===== src/rtl/ex_mem_pipe_stage.sv =====
// ex_mem_pipe_stage: EX/MEM register with 2-entry skid buffer, flush and bubble masking (upstream i_valid/o_ready/i_data/i_ctrl, downstream o_valid/i_ready/o_data/o_ctrl, i_flush, o_count)
module ex_mem_pipe_stage #(
  parameter int DATA_W = 101,
  parameter int CTRL_W = 4,
  parameter bit CLEAR_DATA = 1'b0
) (
  input  logic              clk,
  input  logic              rst,
  input  logic              i_valid,
  output logic              o_ready,
  input  logic [DATA_W-1:0] i_data,
  input  logic [CTRL_W-1:0] i_ctrl,
  input  logic              i_flush,
  output logic              o_valid,
  input  logic              i_ready,
  output logic [DATA_W-1:0] o_data,
  output logic [CTRL_W-1:0] o_ctrl,
  output logic [1:0]        o_count
);
  logic              m_valid_q, m_valid_d, s_valid_q, s_valid_d;
  logic [DATA_W-1:0] m_data_q, m_data_d, s_data_q, s_data_d;
  logic [CTRL_W-1:0] m_ctrl_q, m_ctrl_d, s_ctrl_q, s_ctrl_d;
  logic [1:0]        cnt_q, cnt_d;
  logic              up, dn;
  assign o_ready = ~s_valid_q;
  assign o_valid = m_valid_q;
  assign o_data  = m_data_q;
  assign o_ctrl  = m_valid_q ? m_ctrl_q : '0;
  assign o_count = cnt_q;
  assign up = i_valid & ~s_valid_q;
  assign dn = m_valid_q & i_ready;
  always_comb begin
    m_valid_d = m_valid_q;
    m_data_d  = m_data_q;
    m_ctrl_d  = m_ctrl_q;
    s_valid_d = s_valid_q;
    s_data_d  = s_data_q;
    s_ctrl_d  = s_ctrl_q;
    if (i_flush) begin
      m_valid_d = 1'b0;
      s_valid_d = 1'b0;
      if (CLEAR_DATA) begin
        m_data_d = '0;
        m_ctrl_d = '0;
        s_data_d = '0;
        s_ctrl_d = '0;
      end
    end else if (s_valid_q) begin
      if (dn) begin
        m_data_d  = s_data_q;
        m_ctrl_d  = s_ctrl_q;
        s_valid_d = 1'b0;
      end
    end else if (m_valid_q) begin
      if (up && dn) begin
        m_data_d = i_data;
        m_ctrl_d = i_ctrl;
      end else if (dn) begin
        m_valid_d = 1'b0;
      end else if (up) begin
        s_valid_d = 1'b1;
        s_data_d  = i_data;
        s_ctrl_d  = i_ctrl;
      end
    end else if (up) begin
      m_valid_d = 1'b1;
      m_data_d  = i_data;
      m_ctrl_d  = i_ctrl;
    end
    cnt_d = {s_valid_d, m_valid_d & ~s_valid_d};
  end
  always_ff @(posedge clk) begin
    if (rst) begin
      m_valid_q <= 1'b0;
      s_valid_q <= 1'b0;
      m_data_q  <= '0;
      m_ctrl_q  <= '0;
      s_data_q  <= '0;
      s_ctrl_q  <= '0;
      cnt_q     <= '0;
    end else begin
      m_valid_q <= m_valid_d;
      s_valid_q <= s_valid_d;
      m_data_q  <= m_data_d;
      m_ctrl_q  <= m_ctrl_d;
      s_data_q  <= s_data_d;
      s_ctrl_q  <= s_ctrl_d;
      cnt_q     <= cnt_d;
    end
  end
endmodule


===== config.mk =====
export PLATFORM = sky130hd
export DESIGN_NAME = ex_mem_pipe_stage
export DESIGN_NICKNAME = d
export VERILOG_FILES = /design/src/rtl/ex_mem_pipe_stage.sv
export SDC_FILE = /design/constraint.sdc
export NUM_CORES = 1
export LEC_CHECK = 0
export BUFFER_PORTS_ARGS = -buffer_cell sky130_fd_sc_hd__buf_4
export CAP_MARGIN = 20
export CORE_MARGIN = 2
export CORE_UTILIZATION = 45
export CTS_BUF_LIST = sky130_fd_sc_hd__clkbuf_4
export DETAILED_ROUTE_END_ITERATION = 7
export PLACE_DENSITY = 0.68
export SYNTH_ARGS = -nofsm -noshare
export SYNTH_HDL_FRONTEND = slang
export SYNTH_SLANG_ARGS = --single-unit

===== constraint.sdc =====
create_clock -name clk -period 2.05 [get_ports clk]
set_input_delay 0.205 -clock clk [delete_from_list [all_inputs] [get_ports clk]]
set_output_delay 0.205 -clock clk [all_outputs]
set_load 0.005 [all_outputs]

==> impl_metrics.ini, run 1 <==
[yosys]
yosys-top-cells-area = dfxtp_1, mux2i_1, nand2b_1
ys_types = 25
synth_top_area_cell = dfxtp_1
ys_ff_latch = 213
yosysTopAreaCellShare_pct = 39.96
synth_area_per_cell_um2 = 10.12
seq_area_frac_synth_pct = 39.96
syn_nets = 1165
syn_area_mm2 = 0.01067
syn_inst = 1055
yosys_warnings = 0

[sta]
rsz0062_at_grt = false
maxSlewHeadroom_pct = 46.66
fin_crit_sh_pct = 90.95
final_max_slew_viol_count = 0
max_freq_ghz = 0.5363
hold_violations = 0
worst_slew_pin_slew_ns = 0.8002
fin_crit_ns = 1.864
whs_ns = 0.2194
setup_tns_ns = 0
setup_ws_ns = 0.1855
finalSetupViolations = 0
finClkSkew_ns = 0.03019

[clock_network]
cts_buffers = 58
cts_root_buffer = clkbuf_4
htreeDepth = 2
worstSkewPairLatency_ns = 0.65
clk_pin_slew_worst_paths_ns = 0.06
cts.path.max_buffers = 3
cts_tree = yes
clkSinkCount = 213

[global_routing]
grt_max_degree = 142
grt_pass1_wl_mm = 38.19
grt-ovfl-total = 0
track_usage_pct = 18.55
antenna_found_initial = 1
grt_pass1_vias = 7954

[floorplanning]
rows = 56
ios = 219
die_w_um = 158.0
core_mm2 = 0.02340
die_area_mm2 = 0.02496
start_util_pct = 45.60
die_y_um = 158.0

[layout]
nets = 1488
mostFrequentLayoutCells = buf_4, dfxtp_1, mux2i_1, nand2b_1, dlygate4sd3_1
fin_area_mm2 = 0.01434
layout_commonest_cell = buf_4
fin_util_pct = 61.29
area_delta_synth_final_pct = 34.40
drive_gt1_share_pct = 30.85

[detailed_routing]
drcViolationCount = 0
viasPerCell = 4.666
wl_per_cell_um = 13.74
dr.pass1.iters = 4
num_vias = 8073
drt_iter0_drc = 282
ant_nets = 0
wirelength_mm = 23.77

[placed_design]
place_area_mm2 = 0.01259
place_hpwl_mm = 14.36
gp_congestion = 0.6995
portBuffers = 218
pre_cts_ws_ns = 0.2175

[worst_setup_path]
crit_required_ns = 2.56
ff2ff_path_depth = 4
crit_fanout = 53
worstPathArrival_ns = 2.37
end_kind = flip-flop
crit_type = flip-flop to flip-flop
start_kind = flip-flop

[pwr]
max-vdd-ir-drop_mv = 0.4044
power_density_mw_per_mm2 = 636.1
p_leak_nw = 5.875

[status]
status = completed

[run]
drv_cap = 0

[min_path]
hold_path_class = primary input to flip-flop
hold_depth = 3
state kept, by name, indices dropped and copies added, names as in the netlist:
name      count
o_data      101
o_valid       1
s_ctrl_q      4
m_ctrl_q      4
s_data_q    101
o_count       2
Yosys cell counts:
library cell  number
dfxtp_1          213
mux2i_1          210
nand2b_1         210
nor2_1           106
nor2b_1          105
mux2_2            55
mux2_4            50
clkbuf_1          45
buf_2             26
buf_4              7
buf_6              7
and2_1             4
a21oi_1            2
inv_1              2
nand2_1            2
o21ai_0            2
a2111oi_0          1
a211o_1            1
a21boi_0           1
buf_1              1
nand2b_4           1
nor2b_4            1
nor3_1             1
nor3b_1            1
or4_1              1
worst max-delay path, stage by stage, from the launching register on:
cell and delay, ns:
dfxtp_1 0.37, nor2b_4 0.18, a211o_4 0.12, buf_4 0.61, mux2_2 0.41
final cells by class:
class | instances | area [um^2]
fillers | 2031 | 9060
multi-input cells | 754 | 5979
flip-flops and latches | 213 | 4268
repair buffers | 349 | 3025
clock buffers | 84 | 630.6
well taps | 319 | 399.1
clock inverters | 8 | 30.03
inverters | 2 | 7.507
diodes | 1 | 2.502
cells by family (layout without fill, tap and decap cells):
kind of cell	Yosys count	count (layout)	synth area share [%]
flip-flops	213	213	39.96
AND/OR/NAND/NOR	432	432	22.95
other	0	1	0
buffers and inverters	88	443	4.139
AO/OA/AOI/OAI	7	7	0.4222
multiplexers	315	315	32.54
through the flow:
| stage | cells | power (mW) |
|---|---|---|
| 2_1_floorplan | 1055 | 5.055 |
| 3_3_place_gp | 1528 | 5.523 |
| 3_5_place_dp | 1528 | 5.538 |
| 4_1_cts | 1729 | 9.289 |
| 5_1_grt | 1730 | 9.626 |
| 6_report | 1730 | 9.123 |
layer usage:
metal  up-vias  wire (um)  track usage [%]
met5         -          0                0
met4         0        442            6.006
met3        40       1370            4.982
met2       193      10670            30.43
met1      3707      11280            23.72
li1       4133          -                -
path summary, 6_finish.rpt:
check | startpoint | endpoint | slack (ns)
worst min register to register | s_data_q[11] | s_data_q[11] | 0.47
worst max register to register | o_valid | o_data[71] | 0.19
worst max-delay path | o_valid | o_data[71] | 0.19
worst min-delay path | rst | o_data[0] | 0.22
what timing repair did:
item                                   CTS  global route
hold buffers                           109             0
buffers inserted                         0             0
endpoints found under the hold margin  213             0
resized for setup                        0             0
where the power goes:
part	internal, mW	leakage [nW]	switching [mW]
logic	0.790	3.74	0.492
registers	4.27	1.73	0.0661
clock network	1.84	0.402	1.67
total	6.90	5.87	2.23
No activity file was read; power rests on OpenSTA's default activity.
==> run 2: changes to the inputs <==
--- a/config.mk
+++ b/config.mk
@@ -5,6 +5,7 @@
 export SDC_FILE = /design/constraint.sdc
 export NUM_CORES = 1
 export LEC_CHECK = 0
+export ABC_CLOCK_PERIOD_IN_PS = 2050
 export BUFFER_PORTS_ARGS = -buffer_cell sky130_fd_sc_hd__buf_4
 export CAP_MARGIN = 20
 export CORE_MARGIN = 2
@@ -12,6 +13,7 @@
 export CTS_BUF_LIST = sky130_fd_sc_hd__clkbuf_4
 export DETAILED_ROUTE_END_ITERATION = 7
 export PLACE_DENSITY = 0.68
+export REMOVE_ABC_BUFFERS = 1
 export SYNTH_ARGS = -nofsm -noshare
 export SYNTH_HDL_FRONTEND = slang
 export SYNTH_SLANG_ARGS = --single-unit
==> impl_metrics.ini, run 2 (synthesis results as in run 1) <==
[floorplanning]
die_w_um = 158.0
rows = 56
ios = 219
core_mm2 = 0.02340
die_y_um = 158.0
start_util_pct = 45.60
die_area_mm2 = 0.02496

[layout]
fillers = 1992
multi_input_area_mm2 = 0.005979
layout_commonest_cell = buf_4
drive_gt1_share_pct = 31.30
layout.cells.non_filler = 1747
nets = 1491
register_area_mm2 = 0.004268
mostFrequentLayoutCells = buf_4, dfxtp_1, mux2i_1, nand2b_1, dlygate4sd3_1
fin_util_pct = 62.13
area_delta_synth_final_pct = 36.25

[pwr]
seq_power_share_pct = 46.1
p_comb_share_pct = 13.8
power_density_mw_per_mm2 = 647.3
max-vdd-ir-drop_mv = 0.4080
p_leak_nw = 5.966
power.share.clock_pct = 40.2
switching_power_mw = 2.302
swShare_pct = 24.46
p_int_mw = 7.109

[worst_setup_path]
start_kind = flip-flop
worstPathArrival_ns = 2.38
crit_required_ns = 2.56
crit_type = flip-flop to flip-flop
end_kind = flip-flop
crit_fanout = 28
regToRegSetupSlack_ns = 0.18

[sta]
fin_crit_ns = 1.865
rsz0062_at_grt = false
maxSlewHeadroom_pct = 64.28
fin_crit_sh_pct = 90.99
worst_slew_pin_slew_ns = 0.5359
finClkSkew_ns = 0.03073
hold_violations = 0
final_max_slew_viol_count = 0
finalSetupViolations = 0
max_freq_ghz = 0.5361

[clock_network]
htreeDepth = 2
cts_tree = yes
cts_setup_buffers = 0
cts_buffers = 59
worstSkewPairLatency_ns = 0.65
clkSinkCount = 213
cts.path.max_buffers = 3
clk_pin_slew_worst_paths_ns = 0.06
cts_root_buffer = clkbuf_4

[detailed_routing]
wirelength_mm = 23.91
num_vias = 8103
ant_nets = 0
dr.pass1.iters = 4
drcViolationCount = 0
drt_iter0_drc = 255
viasPerCell = 4.638
wl_per_cell_um = 13.69

[global_routing]
gr-usage-met3_pct = 5.420
use_met1_pct = 23.43
grtUsageMet2_pct = 30.66
grt_pass1_wl_mm = 38.34
grt-ovfl-total = 0
grt_pass1_vias = 8052
grt.busiest_layer = met2
grt_max_degree = 90
antenna_found_initial = 2
track_usage_pct = 18.63

[placed_design]
gp_congestion = 0.6905
portBuffers = 218
place_hpwl_mm = 14.63
place_inst = 1529

[status]
status = completed

[run]
drv_cap = 0

[min_path]
hold_path_class = primary input to flip-flop
## run 2: changes by cell type in the layout (fill, tap and decap cells not counted)
cell / change
clkbuf_4: +9
buf_12: +7
buf_4: -7
clkinv_1: +3
diode_2: +2
buf_6: +1
clkinv_2: +1
dlygate4sd3_1: +1
## run 2: metrics by stage
stage	total power [mW]	setup WS [ns]	TNS (ns)	instance area (um^2)	hold slack, ns
floorplan	5.000	-12.30	-1896.42	10240	0.2944
global placement	5.535	0.2350	0	12680	0.4435
detailed placement	5.551	0.2059	0	12680	0.4450
CTS	9.585	0.03023	0	14530	0.03756
global route	9.925	0.05047	0	14540	0.07058
finish	9.412	0.1846	0	14540	0.1203
## run 2: per-layer routing
layer / wire [um] / vias up
met5: 11 / -
met4: 393 / 2
met3: 1415 / 44
met2: 10970 / 194
met1: 11120 / 3707
li1: - / 4156
## run 2: power groups by stage
stage | registers [mW] | clock network, mW | logic (mW)
5_1_grt | 4.35 | 4.17 | 1.41
3_5_place_dp | 4.42 | 0 | 1.13
3_3_place_gp | 4.43 | 0 | 1.11
6_report | 4.34 | 3.78 | 1.30
2_1_floorplan | 4.43 | 0 | 0.566
4_1_cts | 4.33 | 3.95 | 1.30
## run 2: cell type report
cell class	count	area share, %
inverter	2	0.05163
timing repair buffer	351	21.56
antenna	3	0.05163
sequential	213	29.35
tap	319	2.745
clock buffer	93	4.802
multi-input combinational	754	41.12
clock inverter	12	0.3184
## run 2: worst paths after layout
check,to,depth (start not counted),start
setup reg to reg,o_data[71],4,o_valid
hold reg to reg,s_data_q[71],2,s_data_q[71]
setup / recovery,o_data[71],4,o_valid
hold / removal,o_data[39],3,rst
## run 2: repair_timing
item	in CTS	in global routing
gates resized for setup	0	1
setup endpoints to repair	0	1
endpoints found under the hold margin	213	0
hold buffers	110	0
## run 2: critical path, stage by stage, from the launching register on
cell and delay (ns):
dfxtp_1 0.49, nor2b_4 0.22, a211o_4 0.35, buf_12 0.28
mux2_2 0.36
